<file path="src/rtl/mux2_arb_pkg.sv">
// Shared constants for the two-requester round-robin mux arbiter:
// FSM state codes and the output source tags.
package mux2_arb_pkg;

  localparam logic [1:0] IDLE = 2'd0;
  localparam logic [1:0] GNT0 = 2'd1;
  localparam logic [1:0] GNT1 = 2'd2;

  localparam logic SRC_IN0 = 1'b0;
  localparam logic SRC_IN1 = 1'b1;

endpackage

</file>
<file path="src/rtl/mux2_bus.sv">
// Behavioural 2:1 bus multiplexer; sel = 0 routes a0, sel = 1 routes a1.
module mux2_bus #(
  parameter int W = 9
) (
  input  logic         sel,
  input  logic [W-1:0] a0,
  input  logic [W-1:0] a1,
  output logic [W-1:0] y
);

  assign y = sel ? a1 : a0;

endmodule

</file>
<file path="src/rtl/mux2_rr_arbiter.sv">
// Round-robin, packet-aware arbiter sharing one 2:1 mux between two valid/ready
// requesters, with a burst cap and a one-entry registered output stage.
module mux2_rr_arbiter
  import mux2_arb_pkg::*;
#(
  parameter int WIDTH     = 8,
  parameter int MAX_BURST = 4
) (
  input  logic             clk,
  input  logic             rst,
  input  logic             in0_valid,
  input  logic [WIDTH-1:0] in0_data,
  input  logic             in0_last,
  output logic             in0_ready,
  input  logic             in1_valid,
  input  logic [WIDTH-1:0] in1_data,
  input  logic             in1_last,
  output logic             in1_ready,
  output logic             out_valid,
  output logic [WIDTH-1:0] out_data,
  output logic             out_last,
  output logic             out_src,
  input  logic             out_ready,
  output logic [1:0]       grant
);

  localparam int CW = $clog2(MAX_BURST + 1);
  localparam logic [CW-1:0] CAP = CW'(MAX_BURST);

  logic [1:0]       state, state_nxt;
  logic             ptr, ptr_nxt;
  logic [CW-1:0]    cnt, cnt_nxt, cnt_inc;
  logic [WIDTH-1:0] sel_data;
  logic             sel_last;
  logic             sel_valid, other_valid;
  logic             out_free, accept, release_gnt;

  assign grant     = {state == GNT1, state == GNT0};
  assign out_free  = ~out_valid | out_ready;
  assign in0_ready = grant[0] & out_free;
  assign in1_ready = grant[1] & out_free;

  mux2_bus #(.W(WIDTH + 1)) u_bus (
    .sel (grant[1]),
    .a0  ({in0_last, in0_data}),
    .a1  ({in1_last, in1_data}),
    .y   ({sel_last, sel_data})
  );

  assign sel_valid   = grant[1] ? in1_valid : in0_valid;
  assign other_valid = grant[1] ? in0_valid : in1_valid;
  assign accept      = sel_valid & (in0_ready | in1_ready);

  // cnt_inc is the ordinal of the beat being accepted, saturating at the cap
  assign cnt_inc     = (cnt == CAP) ? cnt : cnt + CW'(1);
  assign release_gnt = accept & (sel_last | ((cnt_inc == CAP) & other_valid));

  // The released side's valid was just consumed by the accepted beat, so with
  // the other side idle the arbiter drops back to IDLE and re-arbitrates.
  always_comb begin
    state_nxt = state;
    cnt_nxt   = cnt;
    ptr_nxt   = ptr;
    case (state)
      IDLE: begin
        cnt_nxt = '0;
        if (in0_valid & in1_valid) state_nxt = ptr ? GNT1 : GNT0;
        else if (in0_valid)        state_nxt = GNT0;
        else if (in1_valid)        state_nxt = GNT1;
      end
      GNT0, GNT1: begin
        if (release_gnt) begin
          ptr_nxt   = ~grant[1];
          cnt_nxt   = '0;
          state_nxt = other_valid ? (grant[1] ? GNT0 : GNT1) : IDLE;
        end else if (accept) begin
          cnt_nxt = cnt_inc;
        end
      end
      default: state_nxt = IDLE;
    endcase
  end

  always_ff @(posedge clk or posedge rst) begin
    if (rst) begin
      state <= IDLE;
      ptr   <= SRC_IN0;
      cnt   <= '0;
    end else begin
      state <= state_nxt;
      ptr   <= ptr_nxt;
      cnt   <= cnt_nxt;
    end
  end

  // Output stage: reload on accept, otherwise empty once the consumer takes it
  always_ff @(posedge clk or posedge rst) begin
    if (rst) begin
      out_valid <= 1'b0;
      out_data  <= '0;
      out_last  <= 1'b0;
      out_src   <= SRC_IN0;
    end else if (accept) begin
      out_valid <= 1'b1;
      out_data  <= sel_data;
      out_last  <= sel_last;
      out_src   <= grant[1] ? SRC_IN1 : SRC_IN0;
    end else if (out_ready) begin
      out_valid <= 1'b0;
    end
  end

endmodule

</file>
<file path="config.mk">
export PLATFORM = sky130hd
export DESIGN_NAME = mux2_rr_arbiter
export DESIGN_NICKNAME = d
export VERILOG_FILES = /design/src/rtl/mux2_arb_pkg.sv /design/src/rtl/mux2_bus.sv /design/src/rtl/mux2_rr_arbiter.sv
export SDC_FILE = /design/constraint.sdc
export NUM_CORES = 1
export LEC_CHECK = 0
export ABC_CLOCK_PERIOD_IN_PS = 1800
export CORE_MARGIN = 2
export CORE_UTILIZATION = 25
export DETAILED_ROUTE_END_ITERATION = 10
export REMOVE_ABC_BUFFERS = 1
export SLEW_MARGIN = 10
export SYNTH_ARGS = -nofsm -noshare
export SYNTH_HDL_FRONTEND = slang
export SYNTH_SLANG_ARGS = --single-unit
</file>
<file path="constraint.sdc">
create_clock -name clk -period 1.8 [get_ports clk]
set_input_delay 0.36 -clock clk [delete_from_list [all_inputs] [get_ports clk]]
set_output_delay 0.36 -clock clk [all_outputs]
set_load 0.005 [all_outputs]
</file>
## After elaboration in Yosys (flattened, before gate mapping)

Index checks and enable logic that the tools add are counted.

| storage, ports and cells | value |
|---|---|
| register bits | 17 |
| input port bits | 23 |
| output and inout bits | 15 |

| cells by class | value |
|---|---|
| add/subtract/negate cells | 1 |
| equal/unequal tests | 7 |
| muxes and demuxes | 18 |
| bitwise gates (word level) | 11 |
| reductions and logical operators | 7 |

Operators by type and width:

| cell | count |
|---|---|
| 2-to-1 mux 2 bit | 7 |
| 2-to-1 mux 3 bit | 3 |
| 2-to-1 mux 9 bit | 1 |
| bitwise AND 1 bit | 6 |
| == test 3 bit (second input constant) | 2 |
| case mux 3 bit (2 select lines) | 1 |
| AND reduction 2 bit | 3 |
| 2-to-1 mux 1 bit | 5 |
| != test 4 bit (second input constant) | 1 |
| case mux 2 bit (2 select lines) | 1 |
| nonzero test 2 bit | 2 |
| adder 3 x 1 -> 3 bit (second input constant) | 1 |
| != test 3 bit (second input constant) | 1 |
| bitwise OR 1 bit | 3 |
| == test 2 x 1 -> 1 bit (second input constant) | 1 |
| == test 2 bit (second input constant) | 1 |
| zero test 2 bit | 1 |
| != test 2 bit (second input constant) | 1 |
| NOT 1 bit | 2 |
| OR reduction 2 bit | 1 |

## Longest topological paths before layout

Gate-level depths: netlist (run 1).

| logic depth | value |
|---|---|
| word-level depth | 8 |
| depth in mapped cells | 9 |
| gate-level depth less buffers | 7 |

## Cells and area by module

A second synthesis (run 1) with hierarchy kept.

| unflattened totals | value |
|---|---|
| cells, all modules | 91 |
| area, all modules | 1084.8 um^2 |

By module, submodules not included:

| module | instances | cells an instance | area an instance (um^2) |
|---|---|---|---|
| mux2_rr_arbiter | 1 | 81 | 938.4 |
| mux2_bus | 1 | 10 | 146.4 |

## Worst setup path before layout (run 1)

Ideal clock, no wire load.

| path | value |
|---|---|
| path type | register to register |
| from | register state[0] |
| to | register ptr |
| arrival time | 1.643 ns |
| data required time | 1.721 ns |
| setup slack | 0.078 ns |
| stages on the path, launching flop included | 8 |
| period minus slack after synthesis | 1.722 ns |
| cell sequence | dfrtp_1 -> inv_1 -> ha_1 -> buf_6 -> nor2b_4 -> or3_1 -> a211oi_1 -> mux2i_1 |

| on the way | value |
|---|---|
| word-level cells in the longest chain between the ends | 6 |

Ends and longest elaborated chain:

| element | line | RTL |
|---|---|---|
| start: declaration | mux2_rr_arbiter.sv:30 | `logic [1:0] state, state_nxt;` |
| start signal: assignment | mux2_rr_arbiter.sv:90 | `state <= state_nxt;` |
| == test 2 bit * | mux2_rr_arbiter.sv:38 | `assign grant = {state == GNT1, state == GNT0};` |
| net u_bus.sel | mux2_bus.sv:5 | `input logic sel,` |
| bitwise AND 1 bit / 2-to-1 mux 1 bit (equally long branches) | mux2_rr_arbiter.sv:41, mux2_rr_arbiter.sv:51 |  |
| bitwise OR 1 bit / bitwise AND 1 bit (equally long branches) | mux2_rr_arbiter.sv:52, mux2_rr_arbiter.sv:56 |  |
| bitwise AND 1 bit / bitwise OR 1 bit (equally long branches) | mux2_rr_arbiter.sv:52, mux2_rr_arbiter.sv:56 |  |
| bitwise AND 1 bit | mux2_rr_arbiter.sv:56 | `assign release_gnt = accept & (sel_last \| ((cnt_inc == CAP) & other_valid));` |
| AND reduction 2 bit (no line) | -- |  |
| end signal: assignment | mux2_rr_arbiter.sv:91 | `ptr <= ptr_nxt;` |
| end: declaration | mux2_rr_arbiter.sv:31 | `logic ptr, ptr_nxt;` |

The timed path passes the listed nets; every way through them passes the cells marked *.
A chain may end at the register's enable or synchronous reset.

## Worst setup path in the final report (run 1)

| path | value |
|---|---|
| from | register cnt[0] |
| to | register cnt[1] |

| on the way | value |
|---|---|
| word-level cells in the longest chain between the ends | 8 |

Ends and longest elaborated chain:

| element | line | RTL |
|---|---|---|
| start: declaration | mux2_rr_arbiter.sv:32 | `logic [CW-1:0] cnt, cnt_nxt, cnt_inc;` |
| start signal: assignment | mux2_rr_arbiter.sv:92 | `cnt <= cnt_nxt;` |
| adder 3 x 1 -> 3 bit / == test 3 bit (equally long branches) | mux2_rr_arbiter.sv:55 | `assign cnt_inc = (cnt == CAP) ? cnt : cnt + CW'(1);` |
| 2-to-1 mux 3 bit * | mux2_rr_arbiter.sv:55 |  |
| == test 3 bit | mux2_rr_arbiter.sv:56 |  |
| bitwise AND 1 bit | mux2_rr_arbiter.sv:56 |  |
| bitwise OR 1 bit | mux2_rr_arbiter.sv:56 |  |
| bitwise AND 1 bit | mux2_rr_arbiter.sv:56 |  |
| 2-to-1 mux 3 bit / != test 3 bit (equally long branches) | -- |  |
| case mux 3 bit (2 select lines) / AND reduction 2 bit (equally long branches) | -- |  |

Every way passes the cells marked *; elsewhere a longest branch is shown, timed or not. The select of a mux whose other input is x is not followed.

==> flow_metrics.tcl, run 1 <==
set metrics [dict create \
    synth_area_leaders "dfrtp_1 (41%), mux2i_1 (11%), ha_1 (7.3%)" \
    vias 975 \
    tritoncts "yes" \
    switchingPower_w 0.00122 \
    final_core_util_pct 44.6 \
    pwr-share-comb_pct 67.5 \
    post-route-drc-count 0 \
    min_period_ns 1.84 \
    synth-main-ff-cell "dfrtp_1" \
    hold_viol 0 \
    fp-row-count 23 \
    ff2ff_path_depth 7 \
    path_clk_slew_ns 0.08 \
    p_total_w 0.00307 \
    clockPowerShare_pct 10.1 \
    finalSetupTns_ns -0.0563 \
    fin_skew_ns 0.00568 \
    multiInputGateArea_um2 666 \
    layout.nets 195 \
    dp_hpwl_mm 2.02 \
    internal_power_w 0.00186 \
    synth_top_area_share_pct 41.2 \
    grt_pass1_wl_mm 4.67 \
    synth_top_area_cell "dfrtp_1" \
    start_util_pct 25.8 \
    dieArea_um2 4660 \
    p_leak_nw 0.787 \
    relSlewSlack_pct 77.2 \
    synth_area_um2 1030 \
    synth_seq_area_share_pct 41.2 \
    drive_above_1_share_pct 29.7 \
    cts_sinks 17 \
    cp_max_fo 4 \
    grt_pass1_vias 1098 \
    start_kind "register" \
    vdd_ir_drop_max_mv 0.669 \
    wl_mm 2.87 \
    cp.arrival_ns 2.02 \
    status "complete, but fails checks" \
    routedWlPerCell_um 13.3 \
    max_cap_violations 0 \
    die_x_um 68.3 \
    drt_iter0_markers 24 \
    min_period_over_period_pct 102 \
    synth.distinct_cells 32 \
    rsz0062_at_grt "true" \
    switching_share_pct 39.6 \
    pwr-share-seq_pct 22.4 \
    fillers 368 \
    hold_path.class "in2async" \
    gr-total-overflow 0 \
    violations "negative setup slack" \
    postSynthAreaPerCell_um2 9.75 \
    area_growth_syn_to_layout_pct 72.5 \
    yosys_warnings 0 \
    viasPerCell 4.53 \
    clock_path_buffers 2 \
    timing.rr.start "cnt[0]$_DFFE_PP0P_" \
    grt_antenna_before_repair 0 \
    synth.most_common_cell "dfrtp_1" \
    crit_required_ns 1.98 \
    grt_use_total_pct 13.8 \
    drtAntennaViolNets 0 \
    ff2ff_setup_slack_ns -0.04 \
    grt_max_degree 18 \
    postPlaceCellArea_um2 1540 \
    clkLatencyLatePin_ns 0.27 \
    tightest_slew_ns 0.342 \
    synth_commonest_cells "dfrtp_1 (17), mux2i_1 (11), nor2_1 (11)" \
    synthCells 106 \
    end_kind "register" \
    htreeDepth 1 \
    drt_first_pass_iters 4 \
    path_class "reg2reg" \
    setup_viol_count_final 2 \
    ys_seq_elements 17 \
    clockRootBuffer "clkbuf_8" \
    regArea_um2 425 \
    async_flop_share_pct 100 \
    port-buffer-count 37 \
    synth_edf_count 0 \
    final_area_um2 1780 \
    core-area_um2 4000 \
    postCtsHoldBufs 0 \
    power-per-cell-area_nw_per_um2 1720 \
    place.gp.congestion 0.753 \
    fmaxAchievable_mhz 543 \
    dieHeight_um 68.3 \
    n_antenna_cell 0 \
    io-pin-count 38 \
    r2r_end "cnt[1]$_DFFE_PP0P_" \
    cts_made_buffers 3 \
    slew_viol_final 0 \
    finalWorstSetupSlack_ns -0.0415 \
]
==> stage by stage <==
step	setup slack (ns)	std cells	hold slack (ns)
final	-0.0415	215	0.408
after global routing	-0.122	215	0.449
after CTS	-0.170	212	0.419
after detailed placement	-0.203	203	0.515
after global placement	-0.179	203	0.494
after floorplan	-0.845	101	0.286
==> registers in the layout (all words and copies together), names as in the netlist <==
register and cells:
cnt 3, out_data 8, out_src 1, ptr 1, state 2, out_valid 1, out_last 1
==> placed cells by master (no fill, tap or decap), types with 2 or more instances in the layout <==
cell type        Yosys  final
a21oi_1             10     10
nand2_1              9      8
and2_1               3      2
o21ai_0              2      2
inv_2                0      2
inv_1                9      7
nand2b_4             0      2
clkdlybuf4s50_1      0     33
ha_1                 6      3
nor2_1              11     11
dfrtp_1             17     17
buf_6                1      2
ha_4                 0      2
o31ai_4              0      2
clkbuf_8             0      3
mux2i_4              0      2
buf_4                2     21
dlymetal6s2s_1       0      2
mux2i_1             11     10
==> power groups by stage <==
stage,clock (W),combinational (W),sequential [W]
floorplan,0,0.000834,0.000670
global placement,0,0.00155,0.000671
detailed placement,0,0.00159,0.000674
CTS,0.000311,0.00194,0.000679
global route,0.000321,0.00224,0.000713
finish,0.000310,0.00208,0.000687
==> timing repair <==
action	4_1_cts	5_1_grt
setup endpoints to repair	9	11
gates resized for setup	23	10
buffers inserted	5	4
pin swaps	2	2
endpoints found under the hold margin	0	0
==> worst max-delay path, cell delays in order (launching register included) <==
cell and delay [ns]:
dfrtp_1 0.44, inv_1 0.08, ha_1 0.22, nand3b_1 0.19, and2_4 0.16, a41o_2 0.30
buf_6 0.14, o31ai_4 0.22
==> cell type report <==
| class | instances | area share [%] |
|---|---|---|
| Timing Repair Buffer | 60 | 30.9 |
| Multi-Input combinational cell | 75 | 37.3 |
| Tap cell | 50 | 3.51 |
| Inverter | 9 | 1.89 |
| Clock buffer | 4 | 2.53 |
| Sequential cell | 17 | 23.9 |
==> worst max-delay path by stage <==
| stage | start | end | slack [ns] | cells past startpoint |
|---|---|---|---|---|
| floorplan | state[0]$_DFFE_PP0P_ | state[0]$_DFFE_PP0P_ | -0.85 | 7 |
| global placement | out_ready | in1_ready | -0.18 | 4 |
| detailed placement | out_ready | in1_ready | -0.20 | 4 |
| CTS | state[1]$_DFFE_PP0P_ | in0_ready | -0.17 | 4 |
| global route | cnt[0]$_DFFE_PP0P_ | cnt[1]$_DFFE_PP0P_ | -0.12 | 7 |
| finish | cnt[0]$_DFFE_PP0P_ | cnt[1]$_DFFE_PP0P_ | -0.04 | 7 |
==> metal layers <==
| layer | global-route usage, % | up-vias | routed length, um | share of wire (%) |
|---|---|---|---|---|
| met4 | 8.50 | 0 | 79 | 2.8 |
| met1 | 14.9 | 449 | 1210 | 42 |
| met2 | 23.5 | 37 | 1380 | 48 |
| met5 | 0 | - | 0 | 0 |
| met3 | 4.11 | 9 | 204 | 7.1 |
| li1 | - | 480 | - | - |
==> logic make-up (layout without fill, tap and decap cells) <==
| logic type | after synthesis | count (layout) | synth area share (%) |
|---|---|---|---|
| adders and majority gates | 6 | 6 | 7.26 |
| DFF | 17 | 17 | 41.2 |
| buffers and inverters | 14 | 73 | 6.78 |
| and+or+nand+nor | 32 | 32 | 15.6 |
| xor gates and xnor gates | 1 | 1 | 0.848 |
| muxes | 12 | 12 | 12.0 |
| AOI/OAI and AO/OA | 24 | 24 | 16.3 |
(Power assumes the default switching activity.)
==> run 2, diff against run 1 <==
--- a/config.mk
+++ b/config.mk
@@ -8,6 +8,7 @@
 export ABC_CLOCK_PERIOD_IN_PS = 1800
 export CORE_MARGIN = 2
 export CORE_UTILIZATION = 25
+export CTS_BUF_LIST = sky130_fd_sc_hd__clkbuf_8
 export DETAILED_ROUTE_END_ITERATION = 10
 export REMOVE_ABC_BUFFERS = 1
 export SLEW_MARGIN = 10
==> flow_metrics.tcl, run 2 (synthesis gave the netlist of run 1 again) <==
set metrics [dict create \
    area_growth_syn_to_layout_pct 78.0 \
    layout_commonest_cell "clkdlybuf4s50_1" \
    final_cell_mix "clkdlybuf4s50_1 (33), buf_4 (21), dfrtp_1 (17), mux2i_1 (10)" \
    clockPowerShare_pct 9.3 \
    pwr-share-comb_pct 69.2 \
    core-area_um2 4000 \
    worstSetupStartpoint "state[1]$_DFFE_PP0P_" \
    drtAntennaViolNets 0 \
    fin_skew_ns 0.00439 \
    max_cap_violations 0 \
    pwr-share-seq_pct 21.5 \
    switching_share_pct 39.5 \
    cts_made_buffers 3 \
    fp-row-count 23 \
    end_kind "register" \
    grt_antenna_before_repair 0 \
    top_regs "out_data (8), cnt (3), state (2)" \
    io-pin-count 38 \
    dieHeight_um 68.3 \
    dp.cells 203 \
    rsz0062_at_grt "true" \
    grt_use_total_pct 13.7 \
    grt_max_degree 18 \
    largest_register_ff_count 8 \
    clockRootBuffer "clkbuf_8" \
    cp_cell_sequence "ha_4 -> buf_6 -> buf_6 -> nor2b_4 -> nor3_4 -> buf_6 -> mux2i_4 -> buf_6 -> o31ai_4" \
    slew_viol_final 0 \
    status "complete, but fails checks" \
    drt_first_pass_iters 4 \
    cp.arrival_ns 2.04 \
    final_core_util_pct 46.0 \
    drt_iter0_markers 22 \
    path_clk_slew_ns 0.07 \
    dp_hpwl_mm 2.02 \
    vdd_ir_drop_max_mv 0.684 \
    fmaxAchievable_mhz 536 \
    postCtsHoldBufs 0 \
    finalSetupTns_ns -0.250 \
    final_area_um2 1840 \
    clkLatencyLatePin_ns 0.26 \
    drive_above_1_share_pct 32.5 \
    start_kind "register" \
    postPlaceCellArea_um2 1540 \
    violations "negative setup slack" \
    top_register "out_data" \
    crit_required_ns 1.98 \
    min_period_ns 1.87 \
    grt_pass1_wl_mm 4.66 \
    hold_viol 0 \
    path_common_cell "buf_6" \
    cts_sinks 17 \
    min_period_over_period_pct 104 \
    internal_power_w 0.00194 \
    worst_path_largest_cell_delay_ns 0.43 \
    routedWlPerCell_um 13.2 \
    grt_pass1_vias 1091 \
    instances_no_fill 219 \
    place.gp.congestion 0.753 \
    slowest_stage "dfrtp_1" \
    relSlewSlack_pct 77.1 \
    htreeDepth 1 \
    path_class "reg2reg" \
    hold_path.class "in2async" \
    finalWorstSetupSlack_ns -0.0667 \
    clock_path_buffers 2 \
    setup_viol_count_final 7 \
    tritoncts "yes" \
    switchingPower_w 0.00127 \
    wl_mm 2.89 \
    gr-total-overflow 0 \
    post-route-drc-count 0 \
    port-buffer-count 37 \
    n_antenna_cell 0 \
    dieArea_um2 4660 \
    viasPerCell 4.63 \
    cp_max_fo 6 \
    timing.rr.start "state[1]$_DFFE_PP0P_" \
    vias 1015 \
    layout.nets 199 \
    tightest_slew_ns 0.343 \
    p_leak_nw 0.817 \
    power-per-cell-area_nw_per_um2 1740 \
    die_x_um 68.3 \
    start_util_pct 25.8 \
]
==> run 2: critical path, delay by kind of cell, from the launching register on <==
family	cells	cell delay, ns
buffers and inverters	4	0.52
DFF	1	0.43
and+or+nand+nor	2	0.32
AOI/OAI and AO/OA	1	0.23
adders and majority gates	1	0.18
muxes	1	0.10
==> run 2: path summary, 6_finish.rpt <==
path / to / slack [ns] / cells after the start
max reg2reg: cnt[1]$_DFFE_PP0P_ / -0.07 / 9
min in group clk: out_src$_DFFE_PP0P_ / 0.51 / 1
max in group asynchronous: state[0]$_DFFE_PP0P_ / 1.18 / 3
min: out_data[4]$_DFFE_PP0P_ / 0.41 / 3
min reg2reg: out_src$_DFFE_PP0P_ / 0.51 / 1
max: cnt[1]$_DFFE_PP0P_ / -0.07 / 9
==> run 2: per-stage QoR <==
stage	hold slack, ns	setup slack [ns]	power, W
final	0.414	-0.0667	0.00321
after floorplan	0.286	-0.845	0.00150
after global placement	0.494	-0.179	0.00222
after global routing	0.449	-0.165	0.00343
after detailed placement	0.515	-0.203	0.00227
after CTS	0.419	-0.171	0.00293
==> run 2: repair_timing <==
item                                    4_1_cts  5_1_grt
pin swaps                                     3        5
resized for setup                            22       18
setup buffers                                 5        8
endpoints found under the setup margin        9       13
==> run 2: metal layers <==
metal	share of wire (%)	vias to the layer above	track usage, %	routed length, um
li1	-	491	-	-
met1	41	470	15.0	1180
met2	49	45	23.4	1410
met3	7.8	9	3.95	226
met4	2.7	0	8.25	79
met5	0	-	0	0
==> run 2: cell type report <==
| cell class | count | area [um^2] |
|---|---|---|
| Fill cell | 361 | 2160 |
| Multi-Input combinational cell | 75 | 678 |
| Timing Repair Buffer | 64 | 594 |
| Sequential cell | 17 | 425 |
| Tap cell | 50 | 62.6 |
| Clock buffer | 3 | 41.3 |
| Inverter | 9 | 33.8 |
| Clock inverter | 1 | 3.75 |
==> run 2: power groups by stage <==
stage | clock [W] | combinational [W] | sequential (W)
2_1_floorplan | 0 | 0.000834 | 0.000670
3_3_place_gp | 0 | 0.00155 | 0.000671
3_5_place_dp | 0 | 0.00159 | 0.000674
4_1_cts | 0.000306 | 0.00194 | 0.000679
5_1_grt | 0.000316 | 0.00240 | 0.000716
6_report | 0.000299 | 0.00222 | 0.000691
==> run 3, diff against run 2 <==
--- a/config.mk
+++ b/config.mk
@@ -5,7 +5,7 @@
 export SDC_FILE = /design/constraint.sdc
 export NUM_CORES = 1
 export LEC_CHECK = 0
-export ABC_CLOCK_PERIOD_IN_PS = 1800
+export ABC_CLOCK_PERIOD_IN_PS = 1700
 export CORE_MARGIN = 2
 export CORE_UTILIZATION = 25
 export CTS_BUF_LIST = sky130_fd_sc_hd__clkbuf_8
==> constraint.sdc (replaced) <==
create_clock -name clk -period 1.7 [get_ports clk]
set_input_delay 0.34 -clock clk [delete_from_list [all_inputs] [get_ports clk]]
set_output_delay 0.34 -clock clk [all_outputs]
set_load 0.005 [all_outputs]
==> flow_metrics.tcl, run 3 (synthesis gave the netlist of run 1 again) <==
set metrics [dict create \
    cts_sinks 17 \
    cp_cell_sequence "ha_4 -> buf_6 -> nor2b_4 -> o41ai_4 -> a41o_2 -> nand2b_1 -> o32ai_2" \
    cp.arrival_ns 1.96 \
    min_period_over_period_pct 106 \
    pre_cts_ws_ns -0.277 \
    drt_first_pass_iters 4 \
    final_area_um2 1850 \
    fillers 383 \
    pwr-share-seq_pct 21.4 \
    multiInputGateArea_um2 674 \
    cp_top_family "compound AO/OA/AOI/OAI gates" \
    port-buffer-count 37 \
    clock_path_buffers 2 \
    switching_share_pct 38.5 \
    post-route-drc-count 0 \
    max_cap_violations 0 \
    htreeDepth 1 \
    postCtsHoldBufs 0 \
    crit_required_ns 1.86 \
    cp_max_fo 4 \
    routedWlPerCell_um 12.9 \
    switchingPower_w 0.00130 \
    vias 1011 \
    largest_register_ff_count 8 \
    drive_above_1_share_pct 32.2 \
    drtAntennaViolNets 0 \
    status "complete, but fails checks" \
    regArea_um2 425 \
    grt_pass1_vias 1037 \
    vdd_ir_drop_max_mv 0.889 \
    p_leak_nw 0.802 \
    drt_iter0_markers 21 \
    worst_hold_slack_ns 0.415 \
    io-pin-count 38 \
    dp.cells 206 \
    dp_hpwl_mm 1.93 \
    violations "negative setup slack" \
    wl_mm 2.85 \
    instances_no_fill 221 \
    hold_viol 0 \
    slowest_stage "dfrtp_1" \
    grt_max_degree 18 \
    p_total_w 0.00338 \
    area_growth_syn_to_layout_pct 79.2 \
    path_class "reg2reg" \
    setup_viol_count_final 7 \
    postPlaceCellArea_um2 1570 \
    die_x_um 68.3 \
    top_register "out_data" \
    clockPowerShare_pct 8.8 \
    n_antenna_cell 0 \
    tightest_slew_ns 0.450 \
    fmaxAchievable_mhz 555 \
    start_kind "register" \
    path_clk_slew_ns 0.07 \
    cts_made_buffers 3 \
    place.gp.congestion 0.789 \
    finalWorstSetupSlack_ns -0.103 \
    ff2ff_setup_slack_ns -0.10 \
    dieArea_um2 4660 \
    tritoncts "yes" \
    power-per-cell-area_nw_per_um2 1830 \
    clockRootBuffer "clkbuf_8" \
    layout.nets 201 \
    fin_skew_ns 0.00396 \
    core-area_um2 4000 \
    grt_pass1_wl_mm 4.80 \
    rsz0062_at_grt "true" \
    fp-row-count 23 \
    relSlewSlack_pct 69.9 \
    viasPerCell 4.57 \
    gr-total-overflow 0 \
    pwr-share-comb_pct 69.8 \
    hold_path.class "in2async" \
    internal_power_w 0.00208 \
    dieHeight_um 68.3 \
    end_kind "register" \
    start_util_pct 25.8 \
    layout_commonest_cell "clkdlybuf4s50_1" \
    slew_viol_final 0 \
    clkLatencyLatePin_ns 0.25 \
    worst_path_largest_cell_delay_ns 0.42 \
    grt_use_total_pct 13.7 \
    worst-path-buf-inv 1 \
    final_cell_mix "clkdlybuf4s50_1 (33), buf_4 (21), dfrtp_1 (17), nor2_1 (11)" \
    grt_antenna_before_repair 0 \
    top_regs "out_data (8), cnt (3), state (2)" \
    min_period_ns 1.80 \
]
## run 3: cell types whose count changed in the layout (fill, tap and decap cells not counted), sizes merged
| cell | before | now |
|---|---|---|
| buf | 27 | 29 |
| dlymetal6s2s | 2 | 0 |
| clkdlybuf4s15 | 0 | 1 |
| dlygate4sd2 | 0 | 1 |
## run 3: power groups by stage
stage	Clock (W)	Combinational (W)	Sequential [W]
2_1_floorplan	0	0.000883	0.000709
3_3_place_gp	0	0.00166	0.000705
3_5_place_dp	0	0.00170	0.000708
4_1_cts	0.000307	0.00211	0.000722
5_1_grt	0.000332	0.00257	0.000749
6_report	0.000298	0.00236	0.000723
## run 3: layout make-up
class,count,area share [%]
Clock buffer,3,2.23
Clock inverter,1,0.203
Inverter,9,1.82
Multi-Input combinational cell,75,36.4
Sequential cell,17,23.0
Tap cell,50,3.38
Timing Repair Buffer,66,33.0
## run 3: final timing paths
check                                          start                      end  cells past startpoint
worst min register to register   out_src$_DFFE_PP0P_      out_src$_DFFE_PP0P_                      1
min in group clk                 out_src$_DFFE_PP0P_      out_src$_DFFE_PP0P_                      1
max in group asynchronous                        rst     state[0]$_DFFE_PP0P_                      3
worst max-delay path            state[1]$_DFFE_PP0P_     state[0]$_DFFE_PP0P_                      7
worst min-delay path                             rst  out_data[0]$_DFFE_PP0P_                      3
worst max register to register  state[1]$_DFFE_PP0P_     state[0]$_DFFE_PP0P_                      7
## run 3: repair_timing
action                     4_1_cts  5_1_grt
buffers inserted                 6        5
pin swaps                        6        4
setup endpoints to repair       11       16
resized for setup               29       12
## run 3: through the flow
step           setup TNS (ns)  util [%]
3_3_place_gp            -2.07      39.1
2_1_floorplan           -9.11         -
5_1_grt                 -1.03      46.3
3_5_place_dp            -2.72      39.1
4_1_cts                -0.492      44.4
6_report               -0.459      46.3
## run 3: metal layers
metal / share of wire (%) / GRT usage (%)
met1: 44 / 18.1
met4: 0.67 / 3.75
met2: 49 / 22.6
met3: 6.2 / 2.80
met5: 0 / 0
## run 3: worst register-to-register path, cell delays in order, from the launching register on
cell	delay, ns
dfrtp_1	0.42
ha_4	0.19
buf_6	0.12
nor2b_4	0.14
o41ai_4	0.32
a41o_2	0.19
nand2b_1	0.09
o32ai_2	0.24
